===== src/rtl/bambu_extmem_slave_if.sv =====
// bambu_extmem_slave_if: two-channel master bus between the accelerator and the external byte memory
interface bambu_extmem_slave_if #(
  parameter int ADDR_W = 7
);
  logic [1:0]          Mout_oe_ram;
  logic [1:0]          Mout_we_ram;
  logic [2*ADDR_W-1:0] Mout_addr_ram;
  logic [15:0]         Mout_Wdata_ram;
  logic [7:0]          Mout_data_ram_size;
  logic [15:0]         M_Rdata_ram;
  logic [1:0]          M_DataRdy;
  modport master (
    output Mout_oe_ram, Mout_we_ram, Mout_addr_ram, Mout_Wdata_ram, Mout_data_ram_size,
    input  M_Rdata_ram, M_DataRdy
  );
  modport slave (
    input  Mout_oe_ram, Mout_we_ram, Mout_addr_ram, Mout_Wdata_ram, Mout_data_ram_size,
    output M_Rdata_ram, M_DataRdy
  );
endinterface


===== src/rtl/bambu_extmem_slave.sv =====
// bambu_extmem_slave: two-channel off-chip byte memory model with programmable read/write latency.
// Define EXTMEM_PERF_CNT_EN to add saturating accepted-read/accepted-write counters (rd_count/wr_count).
module bambu_extmem_slave #(
  parameter int ADDR_W      = 7,
  parameter int MEMSIZE     = 32,
  parameter int BASE_ADDR   = 0,
  parameter int READ_DELAY  = 2,
  parameter int WRITE_DELAY = 1
) (
  input  logic                      clock,
  input  logic                      reset,
  bambu_extmem_slave_if.slave       bus,
  input  logic                      ld_we,
  input  logic [ADDR_W-1:0]         ld_addr,
  input  logic [7:0]                ld_data,
  output logic                      err_both
`ifdef EXTMEM_PERF_CNT_EN
  ,
  output logic [31:0]               rd_count,
  output logic [31:0]               wr_count
`endif
);
  localparam int IW   = MEMSIZE > 1 ? $clog2(MEMSIZE) : 1;
  localparam int MAXD = READ_DELAY > WRITE_DELAY ? READ_DELAY : WRITE_DELAY;
  localparam int CW   = MAXD > 1 ? $clog2(MAXD) : 1;

  typedef enum logic [1:0] {IDLE, BUSY_RD, BUSY_WR, DONE} st_t;

  st_t              st_q   [2];
  st_t              st_d   [2];
  logic [CW-1:0]    cnt_q  [2];
  logic [CW-1:0]    cnt_d  [2];
  logic [7:0]       hold_q [2];
  logic [7:0]       hold_d [2];
  logic             rd_q   [2];
  logic             rd_d   [2];
  logic             err_q;
  logic             err_set;
  logic [7:0]       mem_q  [MEMSIZE];

  logic [ADDR_W-1:0] addr_c [2];
  logic [31:0]       rel_c  [2];
  logic [IW-1:0]     off_c  [2];
  logic              req_c  [2];
  logic [7:0]        mask_c [2];
  logic [7:0]        wnew_c [2];
  logic [1:0]        acc_rd;
  logic [1:0]        acc_wr;
  logic [31:0]       ld_rel;
  logic [IW-1:0]     ld_off;

  function automatic logic [7:0] wmask(input logic [3:0] s);
    return s >= 4'd8 ? 8'hFF : 8'((9'd1 << s) - 9'd1);
  endfunction

  // decode each channel's request: range check (wrap-around subtract covers addr < BASE_ADDR), acceptance, merged write byte
  always_comb begin
    addr_c  = '{default: '0};
    rel_c   = '{default: '0};
    off_c   = '{default: '0};
    req_c   = '{default: 1'b0};
    mask_c  = '{default: '0};
    wnew_c  = '{default: '0};
    acc_rd  = '0;
    acc_wr  = '0;
    err_set = 1'b0;
    for (int c = 0; c < 2; c++) begin
      addr_c[c] = bus.Mout_addr_ram[c*ADDR_W +: ADDR_W];
      rel_c[c]  = 32'(addr_c[c]) - 32'(BASE_ADDR);
      off_c[c]  = rel_c[c][IW-1:0];
      req_c[c]  = reset && st_q[c] == IDLE && rel_c[c] < 32'(MEMSIZE)
                  && (bus.Mout_oe_ram[c] ^ bus.Mout_we_ram[c]);
      acc_rd[c] = req_c[c] && bus.Mout_oe_ram[c];
      acc_wr[c] = req_c[c] && bus.Mout_we_ram[c];
      mask_c[c] = wmask(bus.Mout_data_ram_size[4*c +: 4]);
      wnew_c[c] = (bus.Mout_Wdata_ram[8*c +: 8] & mask_c[c]) | (mem_q[off_c[c]] & ~mask_c[c]);
      err_set   = err_set || (st_q[c] == IDLE && bus.Mout_oe_ram[c] && bus.Mout_we_ram[c]);
    end
    ld_rel = 32'(ld_addr) - 32'(BASE_ADDR);
    ld_off = ld_rel[IW-1:0];
  end

  // channel FSM next state: load delay-1 on acceptance, count down in BUSY, one DONE cycle, back to IDLE
  always_comb begin
    st_d   = st_q;
    cnt_d  = cnt_q;
    hold_d = hold_q;
    rd_d   = rd_q;
    for (int c = 0; c < 2; c++) begin
      case (st_q[c])
        IDLE: if (acc_rd[c] || acc_wr[c]) begin
          rd_d[c]   = acc_rd[c];
          hold_d[c] = acc_rd[c] ? mem_q[off_c[c]] : hold_q[c];
          cnt_d[c]  = acc_rd[c] ? CW'(READ_DELAY - 1) : CW'(WRITE_DELAY - 1);
          st_d[c]   = cnt_d[c] == '0 ? DONE : acc_rd[c] ? BUSY_RD : BUSY_WR;
        end
        BUSY_RD, BUSY_WR: begin
          cnt_d[c] = cnt_q[c] - CW'(1);
          st_d[c]  = cnt_d[c] == '0 ? DONE : st_q[c];
        end
        default: st_d[c] = IDLE;
      endcase
    end
  end

  // channel state registers; reset drops any pending completion
  always_ff @(posedge clock or negedge reset) begin
    if (!reset) begin
      st_q   <= '{IDLE, IDLE};
      cnt_q  <= '{default: '0};
      hold_q <= '{default: '0};
      rd_q   <= '{default: 1'b0};
    end else begin
      st_q   <= st_d;
      cnt_q  <= cnt_d;
      hold_q <= hold_d;
      rd_q   <= rd_d;
    end
  end

  // sticky flag for a channel seeing oe and we together while idle
  always_ff @(posedge clock or negedge reset) begin
    if (!reset) err_q <= 1'b0;
    else if (err_set) err_q <= 1'b1;
  end

  // byte array, never cleared; later writes win: channel 0, then channel 1, then preload
  always_ff @(posedge clock) begin
    for (int c = 0; c < 2; c++)
      if (acc_wr[c]) mem_q[off_c[c]] <= wnew_c[c];
    if (ld_we && ld_rel < 32'(MEMSIZE)) mem_q[ld_off] <= ld_data;
  end

  // completion pulse and read data only in the DONE cycle, zero otherwise so it can be OR-ed externally
  always_comb begin
    bus.M_DataRdy   = '0;
    bus.M_Rdata_ram = '0;
    for (int c = 0; c < 2; c++) begin
      bus.M_DataRdy[c]         = st_q[c] == DONE;
      bus.M_Rdata_ram[8*c +: 8] = (st_q[c] == DONE && rd_q[c]) ? hold_q[c] : 8'h00;
    end
  end

  assign err_both = err_q;

`ifdef EXTMEM_PERF_CNT_EN
  logic [31:0] rd_cnt_q;
  logic [31:0] wr_cnt_q;
  logic [32:0] rd_sum;
  logic [32:0] wr_sum;

  assign rd_sum = {1'b0, rd_cnt_q} + 33'(acc_rd[0]) + 33'(acc_rd[1]);
  assign wr_sum = {1'b0, wr_cnt_q} + 33'(acc_wr[0]) + 33'(acc_wr[1]);

  // accepted-request counters, saturating at all ones
  always_ff @(posedge clock or negedge reset) begin
    if (!reset) begin
      rd_cnt_q <= '0;
      wr_cnt_q <= '0;
    end else begin
      rd_cnt_q <= rd_sum[32] ? '1 : rd_sum[31:0];
      wr_cnt_q <= wr_sum[32] ? '1 : wr_sum[31:0];
    end
  end

  assign rd_count = rd_cnt_q;
  assign wr_count = wr_cnt_q;
`endif
endmodule


===== src/flat_wrapper.sv =====
// flat-port wrapper written by rule: the top's interface ports become plain ports
module bambu_extmem_slave_flat 
#(
  parameter int ADDR_W      = 7,
  parameter int MEMSIZE     = 32,
  parameter int BASE_ADDR   = 0,
  parameter int READ_DELAY  = 2,
  parameter int WRITE_DELAY = 1
)
  (clock, reset, ld_we, ld_addr, ld_data, err_both, bus_Mout_oe_ram, bus_Mout_we_ram, bus_Mout_addr_ram, bus_Mout_Wdata_ram, bus_Mout_data_ram_size, bus_M_Rdata_ram, bus_M_DataRdy);
  bambu_extmem_slave_if #(.ADDR_W(ADDR_W)) bus_i ();
  input  logic clock;
  input  logic reset;
  input  logic ld_we;
  input  logic [ADDR_W-1:0] ld_addr;
  input  logic [7:0] ld_data;
  output logic err_both;
  input wire logic [$bits(bus_i.Mout_oe_ram)-1:0] bus_Mout_oe_ram;
  input wire logic [$bits(bus_i.Mout_we_ram)-1:0] bus_Mout_we_ram;
  input wire logic [$bits(bus_i.Mout_addr_ram)-1:0] bus_Mout_addr_ram;
  input wire logic [$bits(bus_i.Mout_Wdata_ram)-1:0] bus_Mout_Wdata_ram;
  input wire logic [$bits(bus_i.Mout_data_ram_size)-1:0] bus_Mout_data_ram_size;
  output wire logic [$bits(bus_i.M_Rdata_ram)-1:0] bus_M_Rdata_ram;
  output wire logic [$bits(bus_i.M_DataRdy)-1:0] bus_M_DataRdy;
  assign bus_i.Mout_oe_ram = bus_Mout_oe_ram;
  assign bus_i.Mout_we_ram = bus_Mout_we_ram;
  assign bus_i.Mout_addr_ram = bus_Mout_addr_ram;
  assign bus_i.Mout_Wdata_ram = bus_Mout_Wdata_ram;
  assign bus_i.Mout_data_ram_size = bus_Mout_data_ram_size;
  assign bus_M_Rdata_ram = bus_i.M_Rdata_ram;
  assign bus_M_DataRdy = bus_i.M_DataRdy;
  bambu_extmem_slave #(.ADDR_W(ADDR_W), .MEMSIZE(MEMSIZE), .BASE_ADDR(BASE_ADDR), .READ_DELAY(READ_DELAY), .WRITE_DELAY(WRITE_DELAY)) u_core (.clock(clock), .reset(reset), .bus(bus_i), .ld_we(ld_we), .ld_addr(ld_addr), .ld_data(ld_data), .err_both(err_both));
endmodule

===== config.mk =====
export PLATFORM = sky130hd
export DESIGN_NAME = bambu_extmem_slave_flat
export DESIGN_NICKNAME = d
export VERILOG_FILES = /design/src/rtl/bambu_extmem_slave_if.sv /design/src/rtl/bambu_extmem_slave.sv /design/src/flat_wrapper.sv
export SDC_FILE = /design/constraint.sdc
export NUM_CORES = 1
export LEC_CHECK = 0
export CORE_MARGIN = 1.5
export CORE_UTILIZATION = 57
export CTS_CLUSTER_SIZE = 40
export DETAILED_ROUTE_END_ITERATION = 16
export PLACE_DENSITY = 0.75
export SYNTH_ARGS = -nofsm -noshare
export SYNTH_HDL_FRONTEND = slang
export SYNTH_SLANG_ARGS = --single-unit

===== constraint.sdc =====
create_clock -name clock -period 2.52 [get_ports clock]
set_input_delay 0.63 -clock clock [delete_from_list [all_inputs] [get_ports clock]]
set_output_delay 0.63 -clock clock [all_outputs]
set_load 0.02 [all_outputs]

==> reports/qor.csv, run 1 <==
metric;value;unit
status;did not finish;
flow.stopped_at;5_1_grt;
first-error;[ERROR GRT-0116] Global routing finished with congestion. Check the congestion regions in the DRC Viewer.;
dp_cells;3019;
synth_ff_type;edfxtp_1;
ys_seq_area_share;40.8;%
overflow;49;
die_y;192;um
start_util;57.6;%
die_x;192;um
numCtsBuffers;30;
synth-edff-count;256;
grt_pass1_wl;209;mm
yosysTopAreaCell;edfxtp_1;
dp_hpwl;73.8;mm
place_ws;-1.29;ns
netlist_instances;2082;
io_pins;79;
hold_buffers;0;
grt_usage;79.3;%
ys_seq_elements;281;
h-tree-depth;1;
synth.cell_area;0.0204;mm^2
synth_cell_type_count;59;
cts_sinks;281;
synth_nets;2148;
ys_async_sr_fraction;8.90;%
grt_pass1_vias;28800;
place.gp.congestion;1.20;
num_rows;69;
grt_max_degree;33;
ys_warn_count;0;
clock_path_buffers;3;
yosys-top-cells-area;edfxtp_1 (38%), mux2i_1 (13%), mux2_2 (11%), a21oi_1 (5.5%), nor2_1 (4.6%);
cts-root-buf;clkbuf_16;
netlist.area_leader.share;37.7;%
avgSynthCellArea;9.79;um^2
io_buffers;78;
==> synthesized netlist by cell type (11+ instances only) <==
cell / n
a21o_1: 11
a21oi_1: 223
and3_1: 20
buf_2: 44
clkbuf_1: 142
dfrtp_1: 25
edfxtp_1: 256
inv_1: 14
mux2_2: 204
mux2i_1: 256
nand2_1: 157
nand2b_1: 11
nand3_1: 32
nand4_1: 12
nor2_1: 250
nor4_1: 17
o21a_1: 56
o221ai_1: 55
o22a_1: 12
o22ai_1: 126
or4_1: 13
==> through the flow <==
step	area (um^2)	hold slack [ns]
after floorplan	21300	0.334
after global placement	27100	0.450
after detailed placement	27100	0.459
after CTS	33100	0.471
==> metal layers <==
layer | track usage, % | overflow
met5 | 48.5 | 0
met4 | 73.7 | 20
met3 | 67.5 | 0
met2 | 92.7 | 28
met1 | 80.5 | 1
==> repair_timing <==
action | CTS
endpoints found under the setup margin | 440
gates resized for setup | 678
setup buffers | 132
pin swaps | 203
gates cloned | 43
==> logic make-up after synthesis <==
logic type	count (synthesis)	synth area share [%]
AO/OA/AOI/OAI	526	16.5
XOR/XNOR	6	0.258
adder cells (fa/ha/maj)	6	0.368
buffers and inverters	222	4.79
flip-flops	281	40.8
multiplexers	460	23.9
AND/OR/NAND/NOR	581	13.4
==> run 2: changes to the inputs <==
--- a/config.mk
+++ b/config.mk
@@ -6,10 +6,9 @@
 export NUM_CORES = 1
 export LEC_CHECK = 0
 export CORE_MARGIN = 1.5
-export CORE_UTILIZATION = 57
-export CTS_CLUSTER_SIZE = 40
+export CORE_UTILIZATION = 40
 export DETAILED_ROUTE_END_ITERATION = 16
-export PLACE_DENSITY = 0.75
+export PLACE_DENSITY_LB_ADDON = 0.15
 export SYNTH_ARGS = -nofsm -noshare
 export SYNTH_HDL_FRONTEND = slang
 export SYNTH_SLANG_ARGS = --single-unit
==> constraint.sdc (replaced) <==
create_clock -name clock -period 3.3 [get_ports clock]
set_input_delay 0.825 -clock clock [delete_from_list [all_inputs] [get_ports clock]]
set_output_delay 0.825 -clock clock [all_outputs]
set_load 0.02 [all_outputs]
==> run 2 against run 1 <==
Against the previous run: the run now ends clean; synthesized cell count did not move; area after synthesis stayed put.
==> reports/qor.csv, run 2 <==
metric;value;unit
power_density;391;mW/mm^2
die_area;0.0523;mm^2
io_buffers;78;
grt_pass1_wl;148;mm
cts-root-buf;clkbuf_16;
max_freq;304;MHz
ys_seq_area_share;40.8;%
post-route-drc-count;0;
largest_register_ffs;256;
finalHoldViolations;0;
start_util;40.6;%
synth_nets;2148;
dp_hpwl;80.4;mm
drv_cap;0;
grt_max_degree;33;
cp_max_fo;20;
multiInputGateArea;0.0115;mm^2
gr-max-usage-layer;met2;
netlist.area_leader.share;37.7;%
avgSynthCellArea;9.79;um^2
synth_common_cells;edfxtp_1 (256), mux2i_1 (256), nor2_1 (250);
timing_worst_setup_path_type;input pin to flop;
io_pins;79;
first_iter_violations;2792;
die_y;229;um
rsz0062_at_grt;false;
synthSimpleGateAreaFrac;13.4;%
die_x;229;um
core-area;0.0502;mm^2
p_clk_share;35.6;%
grt_usage;40.3;%
wl_per_cell;33.0;um
final_common_cell;buf_4;
num-fill-cells;4413;
ant_nets;0;
finClkSkew;0.0286;ns
synth_compound_area_share;16.5;%
hp-class;flop to flop;
status;complete, no violations;
synth-edff-count;256;
place.gp.congestion;1.07;
clock_path_buffers;3;
layout_setup_ws;0.00975;ns
met1_usage;54.5;%
clock_latency;0.57;ns
layout_worst_path_cycle_share;99.7;%
cts_tree;yes;
rr_worst_depth;12;
pwr-share-seq;38.1;%
synth_fa_ha_area_share;0.368;%
n_antenna_cell;0;
overflow;0;
clkSlewWorstSetupHoldPaths;0.05;ns
holdPathStages;1;
synth_ff_type;edfxtp_1;
dr.pass1.iters;6;
finalMaxSlewViolations;0;
dp_cells;3172;
setup_tns;0;ns
synthXorXnorAreaFrac;0.258;%
met2_usage;61.2;%
worst_ep_arrival_time;3.58;ns
end_kind;flop;
ys_warn_count;0;
muxShareOfSynthArea;23.9;%
switching_share;29.9;%
synth_cell_type_count;59;
instances_no_fill;3259;
area_growth;37.5;%
yosys-top-cells-area;edfxtp_1 (38%), mux2i_1 (13%), mux2_2 (11%), a21oi_1 (5.5%), nor2_1 (4.6%);
regArea;0.00831;mm^2
largest-register;u_core.mem_q;
synth_top_family_by_area;multiplexers;
worstPathRequired;3.59;ns
h-tree-depth;2;
use_met3;7.97;%
grt_pass1_vias;19400;
num_vias;20500;
power.switching;3.27;mW
fin_crit;3.29;ns
tightest_slew;1.12;ns
reg_top3;u_core.mem_q x256, u_core.hold_q x16, u_core.st_q x4;
numCtsBuffers;35;
viasPerCell;6.28;
mostFrequentLayoutCells;buf_4 (477), edfxtp_1 (256), mux2i_1 (253);
p_leak;11.6;nW
wl;108;mm
drive_above_1_share;35.0;%
num_rows;82;
netlist_instances;2082;
setup_viol;0;
ir_drop;0.398;mV
hold_buffers;0;
grt_antenna_before_repair;7;
hold_slack;0.467;ns
synth.cell_area;0.0204;mm^2
ys_async_sr_fraction;8.90;%
place_ws;-1.07;ns
start_kind;input pin;
power_frac_comb;26.2;%
ys_seq_elements;281;
cts_sinks;281;
p_int;7.68;mW
fin_nets;2629;
yosysTopAreaCell;edfxtp_1;
slew_headroom;25.1;%
-- run 2: final timing paths --
check | to | from | slack [ns]
worst max register to register | u_core.mem_q[25][6]$_DFFE_PP_ | u_core.mem_q[14][6]$_DFFE_PP_ | 0.33
worst max-delay path | u_core.mem_q[25][6]$_DFFE_PP_ | bus_Mout_addr_ram[1] | 0.01
worst min register to register | u_core.hold_q[13]$_DFFE_PN0P_ | u_core.hold_q[13]$_DFFE_PN0P_ | 0.47
min in group asynchronous | u_core.hold_q[5]$_DFFE_PN0P_ | reset | 0.70
worst min-delay path | u_core.hold_q[13]$_DFFE_PN0P_ | u_core.hold_q[13]$_DFFE_PN0P_ | 0.47
max in group asynchronous | u_core.rd_q[1]$_DFFE_PN0P_ | reset | 2.34
-- run 2: logic make-up after synthesis --
| kind of cell | after synthesis |
|---|---|
| adders and majority gates | 6 |
| DFF | 281 |
| and+or+nand+nor | 581 |
| xor gates and xnor gates | 6 |
| muxes | 460 |
| AOI/OAI and AO/OA | 526 |
| buffers and inverters | 222 |
-- run 2: per-layer routing --
metal / wire length (um) / part of all wire, %
met5: 27 / 0.025
met4: 6250 / 5.8
met3: 11100 / 10
met2: 46500 / 43
met1: 43600 / 41
-- run 2: worst max-delay path, stage by stage --
cell	delay, ns
buf_8	0.25
buf_12	0.20
mux2i_2	0.30
o22ai_1	0.11
buf_4	0.16
or4_4	0.55
buf_4	0.17
o31ai_4	0.27
buf_12	0.17
buf_12	0.13
clkbuf_16	0.18
mux2_2	0.15
a21oi_1	0.05
-- run 2: power groups by stage --
stage          sequential [mW]  clock, mW  combinational [mW]
3_5_place_dp              4.25          0                2.67
4_1_cts                   4.18       3.92                2.78
2_1_floorplan             4.22          0                1.39
5_1_grt                   4.20       4.05                3.00
6_report                  4.18       3.90                2.87
3_3_place_gp              4.24          0                2.63
-- run 2: layout make-up --
type	instances	area share, %
multi-input combinational	1579	40.9
sequential	281	29.7
timing repair buffer	652	22.2
clock buffer	45	3.41
tap	672	3.00
clock inverter	16	0.612
inverter	14	0.188
-- run 2: timing repair --
| action | 4_1_cts | 5_1_grt |
|---|---|---|
| setup endpoints to repair | 212 | 251 |
| cloned | 5 | 2 |
| buffers inserted | 13 | 6 |
| pin swaps | 2 | 10 |
| gates resized for setup | 41 | 44 |
| hold endpoints to repair | 0 | 0 |
-- run 2: metrics by stage --
stage / power (mW) / cell area (um^2) / util [%]
2_1_floorplan: 5.61 / 20400 / -
3_3_place_gp: 6.87 / 26200 / 52.2
3_5_place_dp: 6.92 / 26200 / 52.2
4_1_cts: 10.9 / 27800 / 55.3
5_1_grt: 11.2 / 28000 / 55.8
6_report: 11.0 / 28000 / 55.8
Power figures use the tool's default switching activity.
